File: src/rtl/set_row_arbiter_n_pkg.sv
`default_nettype none
// ============================================================================
// Module      : set_row_arbiter_n_pkg
// Description : Shared types and helpers for the N-source set-row arbiter:
//               sequencer state encoding, arbitration mode constants and the
//               grant-index width helper.
// Revision    : 1.0 - initial release
// ============================================================================
package set_row_arbiter_n_pkg;

    typedef enum logic [2:0] {
        ST_IDLE  = 3'd0,
        ST_SETUP = 3'd1,
        ST_SEL   = 3'd2,
        ST_EN    = 3'd3,
        ST_HOLD  = 3'd4,
        ST_DONE  = 3'd5
    } state_t;

    localparam logic MODE_FIXED = 1'b0;
    localparam logic MODE_RR    = 1'b1;

    // Width of a source index; never narrower than one bit
    function automatic int grant_w(input int n);
        return (n > 1) ? $clog2(n) : 1;
    endfunction

endpackage
`default_nettype wire

File: src/rtl/rr_prio_arbiter.sv
`default_nettype none
// ============================================================================
// Module      : rr_prio_arbiter
// Description : Combinational N-way picker. Fixed mode returns the lowest
//               pending index; round-robin mode returns the first pending
//               index at or above the pointer, wrapping modulo N_REQ.
// Revision    : 1.0 - initial release
// ============================================================================
module rr_prio_arbiter
    import set_row_arbiter_n_pkg::*;
#(
    parameter int N_REQ   = 3,
    parameter int GRANT_W = 2
) (
    input  logic [N_REQ-1:0]   pending,
    input  logic [GRANT_W-1:0] pointer,
    input  logic               mode,
    output logic               valid,
    output logic [GRANT_W-1:0] index
);

    // Scan from the start position and keep the first pending hit
    always_comb begin
        int start;
        valid = 1'b0;
        index = '0;
        start = (mode == MODE_RR) ? int'(pointer) : 0;
        for (int k = 0; k < N_REQ; k++) begin
            int                 j;
            logic [GRANT_W-1:0] j_idx;
            j = start + k;
            if (j >= N_REQ) begin
                j = j - N_REQ;
            end
            j_idx = GRANT_W'(j);
            if (!valid && pending[j_idx]) begin
                valid = 1'b1;
                index = j_idx;
            end
        end
    end

endmodule
`default_nettype wire

File: src/rtl/set_row_arbiter_n.sv
`default_nettype none
// ============================================================================
// Module      : set_row_arbiter_n
// Description : Arbitrates N_REQ row-set requests onto one shared row decoder
//               bus and sequences DEC_SEL/DEC_EN with shadowed per-phase
//               timing, returning a per-source done pulse. Addresses at or
//               above num_row skip the decoder and complete with rowadd_err.
// Revision    : 1.0 - initial release
// ============================================================================
module set_row_arbiter_n
    import set_row_arbiter_n_pkg::*;
#(
    parameter int N_REQ  = 3,
    parameter int ADDR_W = 10,
    parameter int TIME_W = 16
) (
    input  logic                      clk,
    input  logic                      rst,
    input  logic [N_REQ-1:0]          set_row,
    input  logic [N_REQ*ADDR_W-1:0]   rowadd_in,
    input  logic                      rr_mode,
    input  logic [ADDR_W-1:0]         num_row,
    input  logic [TIME_W-1:0]         T_SEL_D,
    input  logic [TIME_W-1:0]         T_EN_D,
    input  logic [TIME_W-1:0]         T_EN_W,
    input  logic [TIME_W-1:0]         T_SEL_H,
    input  logic [TIME_W-1:0]         T_DONE_W,
    output logic [ADDR_W-1:0]         ROWADD_op,
    output logic                      DEC_SEL,
    output logic                      DEC_EN,
    output logic [N_REQ-1:0]          set_row_done,
    output logic                      busy,
    output logic [grant_w(N_REQ)-1:0] grant_id,
    output logic                      rowadd_err
);

    localparam int GRANT_W = grant_w(N_REQ);

    state_t              r_state;
    state_t              w_next;
    logic [N_REQ-1:0]    r_pending;
    logic [GRANT_W-1:0]  r_ptr;
    logic [GRANT_W-1:0]  r_gid;
    logic [GRANT_W-1:0]  w_idx;
    logic                w_valid;
    logic                w_grant;
    logic                r_gnt;
    logic                r_oor;
    logic                r_err;
    logic [N_REQ-1:0]    w_gnt_mask;
    logic [ADDR_W-1:0]   w_addr_arr [N_REQ];
    logic [ADDR_W-1:0]   r_addr;
    logic [ADDR_W-1:0]   r_rowadd;
    logic [TIME_W-1:0]   r_t_sel_d;
    logic [TIME_W-1:0]   r_t_en_d;
    logic [TIME_W-1:0]   r_t_en_w;
    logic [TIME_W-1:0]   r_t_sel_h;
    logic [TIME_W-1:0]   r_t_done_w;
    logic [TIME_W-1:0]   r_cnt;
    logic [TIME_W-1:0]   w_cnt_load;

    // Phase length max(T,1) expressed as a down-counter preload
    function automatic logic [TIME_W-1:0] ph_len(input logic [TIME_W-1:0] t);
        return (t == '0) ? '0 : t - 1'b1;
    endfunction

    generate
        for (genvar gi = 0; gi < N_REQ; gi++) begin : g_unpack
            assign w_addr_arr[gi] = rowadd_in[gi*ADDR_W +: ADDR_W];
        end
    endgenerate

    rr_prio_arbiter #(
        .N_REQ   (N_REQ),
        .GRANT_W (GRANT_W)
    ) u_arb (
        .pending (r_pending),
        .pointer (r_ptr),
        .mode    (rr_mode),
        .valid   (w_valid),
        .index   (w_idx)
    );

    // A grant is issued from IDLE one cycle before the sequence starts
    assign w_grant = (r_state == ST_IDLE) && !r_gnt && w_valid;

    // One-hot clear mask for the source being granted
    always_comb begin
        w_gnt_mask = '0;
        if (w_grant) begin
            w_gnt_mask[w_idx] = 1'b1;
        end
    end

    // Next-state logic: each timed phase advances when its counter hits zero
    always_comb begin
        w_next = r_state;
        case (r_state)
            ST_IDLE:  if (r_gnt)          w_next = r_oor ? ST_DONE : ST_SETUP;
            ST_SETUP: if (r_cnt == '0)    w_next = ST_SEL;
            ST_SEL:   if (r_cnt == '0)    w_next = ST_EN;
            ST_EN:    if (r_cnt == '0)    w_next = ST_HOLD;
            ST_HOLD:  if (r_cnt == '0)    w_next = ST_DONE;
            ST_DONE:  if (r_cnt == '0)    w_next = ST_IDLE;
            default:                      w_next = ST_IDLE;
        endcase
    end

    // Counter preload for the phase being entered, from shadowed timing
    always_comb begin
        w_cnt_load = '0;
        case (w_next)
            ST_SETUP: w_cnt_load = ph_len(r_t_sel_d);
            ST_SEL:   w_cnt_load = ph_len(r_t_en_d);
            ST_EN:    w_cnt_load = ph_len(r_t_en_w);
            ST_HOLD:  w_cnt_load = ph_len(r_t_sel_h);
            ST_DONE:  w_cnt_load = ph_len(r_t_done_w);
            default:  w_cnt_load = '0;
        endcase
    end

    // State register, request queue, grant capture and phase counter
    always_ff @(posedge clk) begin
        if (rst) begin
            r_state    <= ST_IDLE;
            r_pending  <= '0;
            r_ptr      <= '0;
            r_gid      <= '0;
            r_gnt      <= 1'b0;
            r_oor      <= 1'b0;
            r_err      <= 1'b0;
            r_addr     <= '0;
            r_rowadd   <= '0;
            r_t_sel_d  <= '0;
            r_t_en_d   <= '0;
            r_t_en_w   <= '0;
            r_t_sel_h  <= '0;
            r_t_done_w <= '0;
            r_cnt      <= '0;
        end else begin
            r_state   <= w_next;
            // A new request in the grant cycle wins over the clear
            r_pending <= (r_pending & ~w_gnt_mask) | set_row;
            r_gnt     <= w_grant;
            if (w_grant) begin
                r_gid      <= w_idx;
                r_addr     <= w_addr_arr[w_idx];
                r_oor      <= (w_addr_arr[w_idx] >= num_row);
                r_t_sel_d  <= T_SEL_D;
                r_t_en_d   <= T_EN_D;
                r_t_en_w   <= T_EN_W;
                r_t_sel_h  <= T_SEL_H;
                r_t_done_w <= T_DONE_W;
                if (int'(w_idx) == N_REQ - 1) begin
                    r_ptr <= '0;
                end else begin
                    r_ptr <= w_idx + 1'b1;
                end
            end
            // Out-of-range grants leave the decoder address untouched
            if ((r_state == ST_IDLE) && (w_next == ST_SETUP)) begin
                r_rowadd <= r_addr;
            end
            r_err <= (r_state == ST_IDLE) && (w_next == ST_DONE);
            if (w_next != r_state) begin
                r_cnt <= w_cnt_load;
            end else if (r_cnt != '0) begin
                r_cnt <= r_cnt - 1'b1;
            end
        end
    end

    // Decoder strobes and status decoded from the current state
    always_comb begin
        DEC_SEL      = 1'b0;
        DEC_EN       = 1'b0;
        set_row_done = '0;
        busy         = (r_state != ST_IDLE);
        case (r_state)
            ST_SEL:  DEC_SEL = 1'b1;
            ST_EN:   begin DEC_SEL = 1'b1; DEC_EN = 1'b1; end
            ST_HOLD: DEC_SEL = 1'b1;
            ST_DONE: set_row_done[r_gid] = 1'b1;
            default: ;
        endcase
    end

    assign ROWADD_op  = r_rowadd;
    assign grant_id   = r_gid;
    assign rowadd_err = r_err;

endmodule
`default_nettype wire

File: config.mk
export PLATFORM = sky130hd
export DESIGN_NAME = set_row_arbiter_n
export DESIGN_NICKNAME = d
export VERILOG_FILES = /design/src/rtl/set_row_arbiter_n_pkg.sv /design/src/rtl/rr_prio_arbiter.sv /design/src/rtl/set_row_arbiter_n.sv
export SDC_FILE = /design/constraint.sdc
export NUM_CORES = 1
export LEC_CHECK = 0
export ABC_AREA = 1
export BUFFER_PORTS_ARGS = -buffer_cell sky130_fd_sc_hd__buf_2
export CAP_MARGIN = 20
export CORE_MARGIN = 5
export CORE_UTILIZATION = 41
export CTS_CLUSTER_SIZE = 20
export DETAILED_ROUTE_END_ITERATION = 8
export PLACE_DENSITY_LB_ADDON = 0.1
export SETUP_SLACK_MARGIN = 0.4
export SLEW_MARGIN = 15
export SYNTH_ARGS = -nofsm -noshare
export SYNTH_HDL_FRONTEND = slang
export SYNTH_SLANG_ARGS = --single-unit
export TNS_END_PERCENT = 50
File: constraint.sdc
create_clock -name clk -period 4 [get_ports clk]
set_clock_uncertainty 0.2 [all_clocks]
set_input_delay 0.8 -clock clk [delete_from_list [all_inputs] [get_ports clk]]
set_output_delay 0.8 -clock clk [all_outputs]
set_load 0.1 [all_outputs]
==> metrics list <==
* Most frequent CP cell: sky130_fd_sc_hd__nand2_1
- Number of enable-type register cells in the synthesized netlist: 0
- Timing would allow up to 289 MHz.
- Final net count: 1602
* Origin of the critical flop-to-flop path: r_ptr[1]$_SDFFE_PP0P_
* Cell total after placement: 1698
* Top post-synthesis cells by area: sky130_fd_sc_hd__dfxtp_1, sky130_fd_sc_hd__nand2_1, sky130_fd_sc_hd__nor2_1, sky130_fd_sc_hd__o21ai_0, sky130_fd_sc_hd__inv_1
- Maximum Capacitance Violations: 0
- Power per standard cell area: 867 nW/µm²
- Clk sink count: 129
- From left edge to right edge, the die measures 152 µm.
* Gp weighted congestion: 0.911
* Required time worst endpoint: 4.16 ns
- In this run the number of H-tree levels came out at 4.
- After floorplanning, the core was divided into 52 placement rows.
- Register area: 2580 µm²
- CP Cell Sequence: buf_6 -> nand2_4 -> inv_2 -> ha_4 -> inv_4 -> nand2_2 -> buf_4 -> o21ai_0 -> o21ai_1 -> nor2_4 -> nor2_2 -> nand2_1 -> nand2_2 -> buf_6 -> buf_4 -> nand2_1 -> and2_4 -> ha_4 -> nand2_4 -> nor4_4 -> nand3_1 -> nand4_1 -> nand2_1 -> a21oi_2
* Longest individual stage delay on the worst path: 0.28 ns
- Critical path capture point type: register
* Top-count cell post-synth: sky130_fd_sc_hd__nand2_1
* Seq cells post-synth: 129
* Crit-path max FO: 4
* Overall die height: 152 µm
- Cell type of the slowest stage on the worst timing path: sky130_fd_sc_hd__o21ai_1
- Post-DP HPWL: 19.0 mm
- Period utilization: 86.4%
- I/O pin count: 145
- The count of endpoints failing hold in the final timing report is 0.
- Filler cell count: 2106
- Net count of the mapped netlist: 1463
- The routed design could run at a clock period as short as 3.46 ns.
* DR WL met2: 11.1 mm
- Number of remaining DRC errors: 0
- For this block, wires on met1 add up to 11.7 mm.
* Clock edge transition at the registers on the reported setup and hold paths: 0.07 ns
- TritonCTS built the clock tree.
- Largest net degree at the start of global routing: 68
- Avg WL per Cell: 14.3 µm
- For the worst setup path, the data arrival time is 3.62 ns.
- A synthesized cell averages 6.31 µm².
* Wire length after detailed routing: 24.8 mm
* Post-route ant nets: 0
- Cell area after synthesis: 8290 µm²
- The cell count after synthesis came out at 1314.
- The synthesized design spends more area on one cell type than any other, namely sky130_fd_sc_hd__dfxtp_1.
- Register-to-register path setup slack: 0.63 ns
- Largest voltage drop on the vdd net: 0.327 mV
- The region available for standard cell placement spans 20100 µm².
- Vias after detailed routing: 8607
* Detailed-routed wire length on met3: 1.41 mm
* # port buffers: 144
- Among all flip-flop cells after synthesis, the most frequent one is sky130_fd_sc_hd__dfxtp_1.
* Non-Filler Cell Area, Final: 10200 µm²
- STA classifies the critical path startpoint as an input pin.
- Slew at the pin with the worst max-slew slack: 0.730 ns
* Total congestion overflow after global routing: 0
- YS warnings: 0
* Fraction of registers with async set or reset after synthesis: 0%
- Fraction of layout instances using a drive strength above 1: 19.5%
- The tree is rooted in a sky130_fd_sc_hd__clkbuf_16.
* Iteration-0 DRC Markers: 424
* Vias in the first global route: 8245
* Unrepaired setup endpoints after global routing: true
- Setup crit end: r_oor$_SDFFE_PP0P_
* Area of the multi-input gates: 5100 µm²
* Depth of the worst register-to-register path: 22
* Wire length of the first global-routing pass: 39.5 mm
* Distinct cell type count of the synthesized netlist: 35
- Final-report setup violation count: 0
- The run finished with clean final reports.
- Placed cell area: 9310 µm²
- Critical path start-end classification: input pin to register
- Tot GR Track Use: 20.6%
* Max-slew violation count: 0
- Post-layout instance count excluding filler cells: 1737
- First-pass iteration count of the detailed router: 5
- For this run, the register share of the synthesized area comes to 31.2%.
- Tracing the worst setup path back leads to its startpoint at rr_mode.
- The worst pin sits at a relative slew slack of 51.2%.
- The initial antenna violation count came to 3.
* Die Area: 23200 µm²
- Top sig layer: met5
* Top cells by instance count after synthesis: sky130_fd_sc_hd__nand2_1, sky130_fd_sc_hd__nor2_1, sky130_fd_sc_hd__inv_1
- Later-pin clock latency in the skew report: 0.43 ns
- Leakage: 4.91 nW
* Layout overhead on the synthesized area: 23.1%
* Initial Utilization: 41.2%
- After detailed routing, the number of vias per cell comes to 4.96.
- In this run the deepest clock path goes through 2 buffers.
- After synthesis, the largest area contributor takes up 31.2% of total cell area.
- The tightest min-delay check is of the register to register type.
* Number of buffers created by CTS: 17
- Capturing point of the worst reg2reg path: r_oor$_SDFFE_PP0P_
stage by stage:
| step | hold slack (ns) | setup slack, ns | TNS [ns] | power (W) | utilization, % |
|---|---|---|---|---|---|
| 5_1_grt | 0.286 | 0.298 | 0 | 0.00966 | 50.7 |
| 4_1_cts | 0.264 | 0.436 | 0 | 0.00860 | 49.3 |
| 6_report | 0.259 | 0.543 | 0 | 0.00884 | 50.8 |
| 3_5_place_dp | 0.251 | -0.0820 | -0.0820 | 0.00697 | 46.3 |
| 3_3_place_gp | 0.250 | 0.0742 | 0 | 0.00693 | 46.3 |
| 2_1_floorplan | 0.239 | 0.259 | 0 | 0.00576 | - |
worst min path at each step:
stage                               from                        end  slack, ns  depth (start not counted)
3_5_place_dp   ROWADD_op[1]$_SDFFE_PP0P_  ROWADD_op[1]$_SDFFE_PP0P_       0.25                          2
6_report       ROWADD_op[4]$_SDFFE_PP0P_  ROWADD_op[4]$_SDFFE_PP0P_       0.26                          2
3_3_place_gp   ROWADD_op[6]$_SDFFE_PP0P_  ROWADD_op[6]$_SDFFE_PP0P_       0.25                          2
5_1_grt        ROWADD_op[7]$_SDFFE_PP0P_  ROWADD_op[7]$_SDFFE_PP0P_       0.29                          2
4_1_cts        ROWADD_op[4]$_SDFFE_PP0P_  ROWADD_op[4]$_SDFFE_PP0P_       0.26                          2
2_1_floorplan         r_oor$_SDFFE_PP0P_         r_oor$_SDFFE_PP0P_       0.24                          2
cell type report:
cell class / instances / area share (%)
flip-flops and latches: 129 / 25.3
repair buffers: 171 / 9.54
inverters: 161 / 6.01
diodes: 1 / 0.0245
clock inverters: 14 / 1.66
multi-input cells: 973 / 49.9
well taps: 270 / 3.31
clock buffers: 18 / 4.21
flip-flops by register name, indices dropped and copies added (netlist names):
| register | cells |
|---|---|
| r_t_en_w | 16 |
| r_state | 3 |
| ROWADD_op | 10 |
| r_t_en_d | 16 |
| r_gnt | 1 |
| r_t_done_w | 16 |
| r_ptr | 2 |
| r_t_sel_d | 16 |
| r_t_sel_h | 16 |
| r_addr | 10 |
| r_pending | 3 |
| r_cnt | 16 |
| r_oor | 1 |
| rowadd_err | 1 |
| grant_id | 2 |
repair_timing:
item                       4_1_cts  5_1_grt
setup endpoints to repair        1        1
hold buffers                     0        0
pin swaps                        0       21
gates resized for setup          1       72
setup buffers                    0        4
gates cloned                     0        2
report_power, final:
part,switching (W),internal (W),leakage (nW)
sequential,0.000369,0.00175,1.07
clock,0.000661,0.000942,0.291
combinational,0.00339,0.00173,3.55
total,0.00442,0.00442,4.91
cell families (layout without fill, tap and decap cells):
group,count (synthesis),after routing,share of synthesized area (%)
DFF,129,129,31.2
xor gates and xnor gates,64,64,6.76
other,0,1,0
muxes,1,1,0.121
AOI/OAI and AO/OA,240,240,15.2
buffers and inverters,212,364,10.2
adders and majority gates,23,23,3.47
and+or+nand+nor,645,645,33.2
per-layer routing:
layer | track usage, % | vias up
met4 | 6.59 | 6
met3 | 5.00 | 43
met1 | 27.5 | 3869
met5 | 0 | -
li1 | - | 4479
met2 | 32.9 | 210
critical path, delay by kind of cell:
family	cells	cell delay, ns
compound gates	3	0.50
fa+ha+maj	2	0.52
buf+inv	6	0.52
simple gates	13	1.26
cells in the final DEF (no fill, tap or decap), types with 15 or more instances in the layout:
| cell type | count |
|---|---|
| sky130_fd_sc_hd__inv_1 | 151 |
| sky130_fd_sc_hd__nand3_1 | 84 |
| sky130_fd_sc_hd__clkbuf_16 | 17 |
| sky130_fd_sc_hd__dfxtp_1 | 129 |
| sky130_fd_sc_hd__ha_1 | 15 |
| sky130_fd_sc_hd__nor3_1 | 31 |
| sky130_fd_sc_hd__nand2_2 | 18 |
| sky130_fd_sc_hd__a21oi_1 | 101 |
| sky130_fd_sc_hd__nor2_1 | 188 |
| sky130_fd_sc_hd__nand2_1 | 272 |
| sky130_fd_sc_hd__buf_4 | 20 |
| sky130_fd_sc_hd__xor2_1 | 55 |
| sky130_fd_sc_hd__o21ai_0 | 110 |
| sky130_fd_sc_hd__buf_2 | 143 |
No activity file was read; power rests on OpenSTA's default activity.
